`config.mk`:
```
export PLATFORM = sky130hd
export DESIGN_NAME = multicycle_main_fsm
export DESIGN_NICKNAME = d
export VERILOG_FILES = /design/src/rtl/multicycle_main_fsm.sv
export SDC_FILE = /design/constraint.sdc
export NUM_CORES = 1
export LEC_CHECK = 0
export ABC_CLOCK_PERIOD_IN_PS = 2540
export CAP_MARGIN = 20
export CORE_MARGIN = 10
export CORE_UTILIZATION = 25
export CTS_BUF_LIST = sky130_fd_sc_hd__clkbuf_16
export DETAILED_ROUTE_END_ITERATION = 12
export HOLD_SLACK_MARGIN = 0.06
export MAX_ROUTING_LAYER = met4
export SYNTH_ARGS = -nofsm -noshare
export SYNTH_HDL_FRONTEND = slang
export SYNTH_SLANG_ARGS = --single-unit
```
`constraint.sdc`:
```
create_clock -name clk -period 2.54 [get_ports clk]
set_clock_uncertainty 0.05 [all_clocks]
set_input_delay 0.381 -clock clk [delete_from_list [all_inputs] [get_ports clk]]
set_output_delay 0.381 -clock clk [all_outputs]
set_load 0.02 [all_outputs]
```
`src/rtl/multicycle_main_fsm.sv`:
```
// Main sequencer for the multicycle RV32I core: walks the shared ALU and unified
// memory port through fetch/decode/execute/memory/writeback with a memory ready stall.
module multicycle_main_fsm #(
  parameter int STATE_W = 4
) (
  input  logic               clk,
  input  logic               reset,
  input  logic [6:0]         op,
  input  logic               zero,
  input  logic               mem_ready,
  output logic               PCWrite,
  output logic               AdrSrc,
  output logic               MemWrite,
  output logic               IRWrite,
  output logic [1:0]         ResultSrc,
  output logic [1:0]         ALUSrcA,
  output logic [1:0]         ALUSrcB,
  output logic [1:0]         ALUOp,
  output logic               RegWrite,
  output logic               illegal_op,
  output logic [STATE_W-1:0] state
);

  typedef enum logic [STATE_W-1:0] {
    FETCH    = 4'd0,
    DECODE   = 4'd1,
    MEMADR   = 4'd2,
    MEMREAD  = 4'd3,
    MEMWB    = 4'd4,
    MEMWRITE = 4'd5,
    EXECUTER = 4'd6,
    EXECUTEI = 4'd7,
    ALUWB    = 4'd8,
    BEQ      = 4'd9,
    JAL      = 4'd10
  } state_t;

  localparam logic [6:0] OP_LW   = 7'b0000011;
  localparam logic [6:0] OP_SW   = 7'b0100011;
  localparam logic [6:0] OP_R    = 7'b0110011;
  localparam logic [6:0] OP_I    = 7'b0010011;
  localparam logic [6:0] OP_BEQ  = 7'b1100011;
  localparam logic [6:0] OP_JAL  = 7'b1101111;

  state_t state_q;
  state_t state_d;

  logic pcupdate;
  logic branch;
  logic memwrite_c;
  logic regwrite_c;

  always_ff @(posedge clk or posedge reset) begin
    if (reset) begin
      state_q <= FETCH;
    end else begin
      state_q <= state_d;
    end
  end

  always_comb begin
    state_d    = FETCH;
    pcupdate   = 1'b0;
    branch     = 1'b0;
    memwrite_c = 1'b0;
    regwrite_c = 1'b0;
    AdrSrc     = 1'b0;
    IRWrite    = 1'b0;
    ResultSrc  = 2'b00;
    ALUSrcA    = 2'b00;
    ALUSrcB    = 2'b00;
    ALUOp      = 2'b00;
    illegal_op = 1'b0;
    case (state_q)
      FETCH: begin
        ALUSrcB   = 2'b10;
        ResultSrc = 2'b10;
        IRWrite   = mem_ready;
        pcupdate  = mem_ready;
        if (mem_ready) state_d = DECODE;
        else           state_d = FETCH;
      end
      DECODE: begin
        ALUSrcA = 2'b01;
        ALUSrcB = 2'b01;
        case (op)
          OP_LW, OP_SW: state_d = MEMADR;
          OP_R:         state_d = EXECUTER;
          OP_I:         state_d = EXECUTEI;
          OP_BEQ:       state_d = BEQ;
          OP_JAL:       state_d = JAL;
          default: begin
            illegal_op = 1'b1;
            state_d    = FETCH;
          end
        endcase
      end
      MEMADR: begin
        ALUSrcA = 2'b10;
        ALUSrcB = 2'b01;
        if (op == OP_LW) state_d = MEMREAD;
        else             state_d = MEMWRITE;
      end
      MEMREAD: begin
        AdrSrc = 1'b1;
        if (mem_ready) state_d = MEMWB;
        else           state_d = MEMREAD;
      end
      MEMWB: begin
        ResultSrc  = 2'b01;
        regwrite_c = 1'b1;
      end
      // Write strobe stays up for the whole stall so slow memory sees a stable request.
      MEMWRITE: begin
        AdrSrc     = 1'b1;
        memwrite_c = 1'b1;
        if (mem_ready) state_d = FETCH;
        else           state_d = MEMWRITE;
      end
      EXECUTER: begin
        ALUSrcA = 2'b10;
        ALUOp   = 2'b10;
        state_d = ALUWB;
      end
      EXECUTEI: begin
        ALUSrcA = 2'b10;
        ALUSrcB = 2'b01;
        ALUOp   = 2'b10;
        state_d = ALUWB;
      end
      ALUWB: begin
        regwrite_c = 1'b1;
      end
      BEQ: begin
        ALUSrcA = 2'b10;
        ALUOp   = 2'b01;
        branch  = 1'b1;
      end
      JAL: begin
        ALUSrcA  = 2'b01;
        ALUSrcB  = 2'b10;
        pcupdate = 1'b1;
        state_d  = ALUWB;
      end
      default: state_d = FETCH;
    endcase
  end

  // Architectural writes are masked while reset is high so nothing commits during reset.
  assign PCWrite  = ~reset & (pcupdate | (branch & zero));
  assign MemWrite = ~reset & memwrite_c;
  assign RegWrite = ~reset & regwrite_c;
  assign state    = state_q;

endmodule
```
==> flow_summary_export.csv <==
group,metric,value,unit
pwr,p_seq_share,16.4,%
placement,hpwl,1.41,mm
sta,slew_violations,0,
clock_tree,clockRootBuffer,"clkbuf_16",
logic_synthesis,synth-xor-area-share,4.42,%
floorplanning,die_area,4730,sq um
finish,fin_nets,122,
clock_tree,clock_sinks,4,
pwr,p_int,0.334,mW
floorplanning,die_h,68.8,microns
pwr,power_switching,0.107,mW
logic_synthesis,yosys_warnings,0,
logic_synthesis,syn-num-nets,86,
sta,finalCritPeriodShare,95.9,%
drt,drtIter0Drc,30,
pwr,ir_drop,0.000300,V
critical_path,startpoint_type,"flop",
floorplanning,core-area,2230,sq um
logic_synthesis,syn_inst,75,
logic_synthesis,synthArstFlopShare,100,%
placement,numPortBuffers,28,
finish,fillers,245,
critical_path,cp_max_fo,9,
sta,whs,367,ps
placement,gp_congestion,0.769,
sta,setup_ws,105,ps
pwr,p_comb_share,28.6,%
clock_tree,cts_htree_levels,1,
logic_synthesis,synth_compound_area_share,17.3,%
logic_synthesis,ys_seq_area_share,16.8,%
logic_synthesis,synth_edf_count,0,
clock_tree,clock_latency,220,ps
global_route,grtUsageTotal,7.73,%
pwr,p_leak,0.408,nW
sta,grt_setup_unrepaired,"false",
drt,route.detailed.drc,0,
floorplanning,start_util,26.6,%
pwr,p_per_area,450,nW/um^2
logic_synthesis,synth_top_family_by_area,"simple AND/OR/NAND/NOR gates",
drt,vias,686,
critical_path,critPathRequiredTime,2110,ps
logic_synthesis,syn_area_per_cell,7.92,sq um
finish,final_cell_mix,"26 x clkdlybuf4s50_1, 8 x buf_4, 7 x nor2_1, 6 x nand2_1, 6 x nor2b_1",
drt,wirelength,1.73,mm
sta,hold_violations,0,
global_route,grt_start_max_net_pins,16,
floorplanning,ioPinCount,29,
logic_synthesis,synthAdderAreaFrac,0,%
clock_tree,cts_tree,"yes",
critical_path,crit_type,"reg -> out",
logic_synthesis,yosys_most_used_dff,"dfrtp_1",
logic_synthesis,ys_ff_latch,4,
pwr,switching_share,24.3,%
finish,n_antenna_cell,0,
critical_path,arrival,2000,ps
finish,final_common_cell,"clkdlybuf4s50_1",
flow_run,cap_violations,0,
status,status,"finished, final reports clean",
min_path,hp-class,"in -> async",
clock_tree,cts_buffer_depth,2,
logic_synthesis,synth.distinct_cells,39,
drt,drtAntennaViolNets,0,
sta,tightest_slew,436,ps
finish,largest_reg_flops,4,
floorplanning,row_count,17,
logic_synthesis,muxShareOfSynthArea,1.68,%
sta,fmax,0.411,GHz
global_route,grt_antenna_before_repair,0,
drt,first_pass_iters,4,
sta,setup_tns,0,ps
sta,slew_headroom,71.0,%
drt,viasPerCell,5.01,
global_route,grt_pass1_vias,670,
placement,pre_cts_ws,-95.6,ps
critical_path,end_kind,"output pin",
sta,setup_viol,0,
finish,syn_to_final_growth,64.8,%
sta,final.min_clock_period,2440,ps
finish,utilization,43.9,%
global_route,gr-total-overflow,0,
finish,drive_above_1_share,16.5,%
logic_synthesis,synth-simple-area-share,47.4,%
global_route,grt_pass1_wl,2.78,mm
clock_tree,postCtsSetupRepairBufs,0,
drt,wl_per_cell,12.6,microns
pwr,total_power,0.441,mW
pwr,pwr-share-clk,55.0,%
logic_synthesis,synth_area,594,sq um
clock_tree,numCtsBuffers,3,
floorplanning,die_w,68.8,microns
clock_tree,path_clk_slew,30,ps
-- metrics by stage --
step                area (sq um)  instances
floorplan                    594         75
global placement             903        134
detailed placement           903        134
CTS                          977        137
global route                 980        137
finish                       980        137
-- synthesized netlist by cell type (all sizes together), types with 2 or more instances --
cell / n / area [sq um]
nor2: 7 / 26.3
nor4b: 2 / 23.8
and3b: 3 / 27.5
nand2b: 2 / 12.5
and3: 2 / 12.5
dfrtp: 4 / 100
clkbuf: 4 / 55.1
xnor2: 2 / 17.5
nor3b: 3 / 22.5
a211oi: 2 / 20.0
nand3: 3 / 15.0
inv: 2 / 7.51
or2: 2 / 12.5
and2: 2 / 13.8
nand2: 6 / 22.5
o21ai: 5 / 25.0
nor2b: 6 / 37.5
-- layer usage --
layer	global-route usage [%]	part of all wire, %	vias to the layer above	wire length [microns]
met1	7.67	39	309	675
li1	-	-	344	-
met4	2.22	1.1	0	19
met5	-	0	-	0
met3	4.19	12	4	202
met2	12.9	48	29	833
-- worst max-delay path, cell delays in order (launching register included) --
cell and delay, ps:
dfrtp_1 450, buf_4 200, nor4_1 330, and2_2 200, clkdlybuf4s50_1 600
-- power groups by stage --
stage | combinational (mW) | sequential (mW) | clock, mW
global placement | 0.128 | 0.0730 | 0
finish | 0.126 | 0.0723 | 0.243
global route | 0.136 | 0.0730 | 0.252
detailed placement | 0.128 | 0.0731 | 0
CTS | 0.128 | 0.0725 | 0.245
floorplan | 0.0668 | 0.0734 | 0
-- cells by family (layout without fill, tap and decap cells) --
group           Yosys count  count (layout)
compound gates           15              15
xor+xnor                  3               3
buf+inv                   7              41
flops                     4               4
mux                       1               1
simple gates             45              45
-- worst paths after layout --
| check | start | cells after the start | endpoint | slack (ps) |
|---|---|---|---|---|
| max reg2reg | state[0]$_DFF_PP0_ | 4 | state[1]$_DFF_PP0_ | 1150 |
| min reg2reg | state[1]$_DFF_PP0_ | 2 | state[3]$_DFF_PP0_ | 630 |
| min in group clk | state[1]$_DFF_PP0_ | 2 | state[3]$_DFF_PP0_ | 630 |
| min | reset | 2 | state[3]$_DFF_PP0_ | 370 |
| max | state[1]$_DFF_PP0_ | 4 | IRWrite | 100 |
| max in group asynchronous | reset | 2 | state[2]$_DFF_PP0_ | 1910 |
-- cell type report --
type | instances | area (sq um) | share of cell area [%]
repair buffers | 36 | 342 | 34.9
multi-input cells | 64 | 420 | 42.9
well taps | 28 | 35.0 | 3.58
clock buffers | 3 | 75.1 | 7.66
flip-flops and latches | 4 | 100 | 10.2
inverters | 2 | 7.51 | 0.766
-- timing repair --
item	CTS	global route
hold buffers	0	0
pin swaps	0	0
resized for setup	1	1
setup endpoints to repair	1	1
Note: power is estimated with default switching activity, not from simulation.
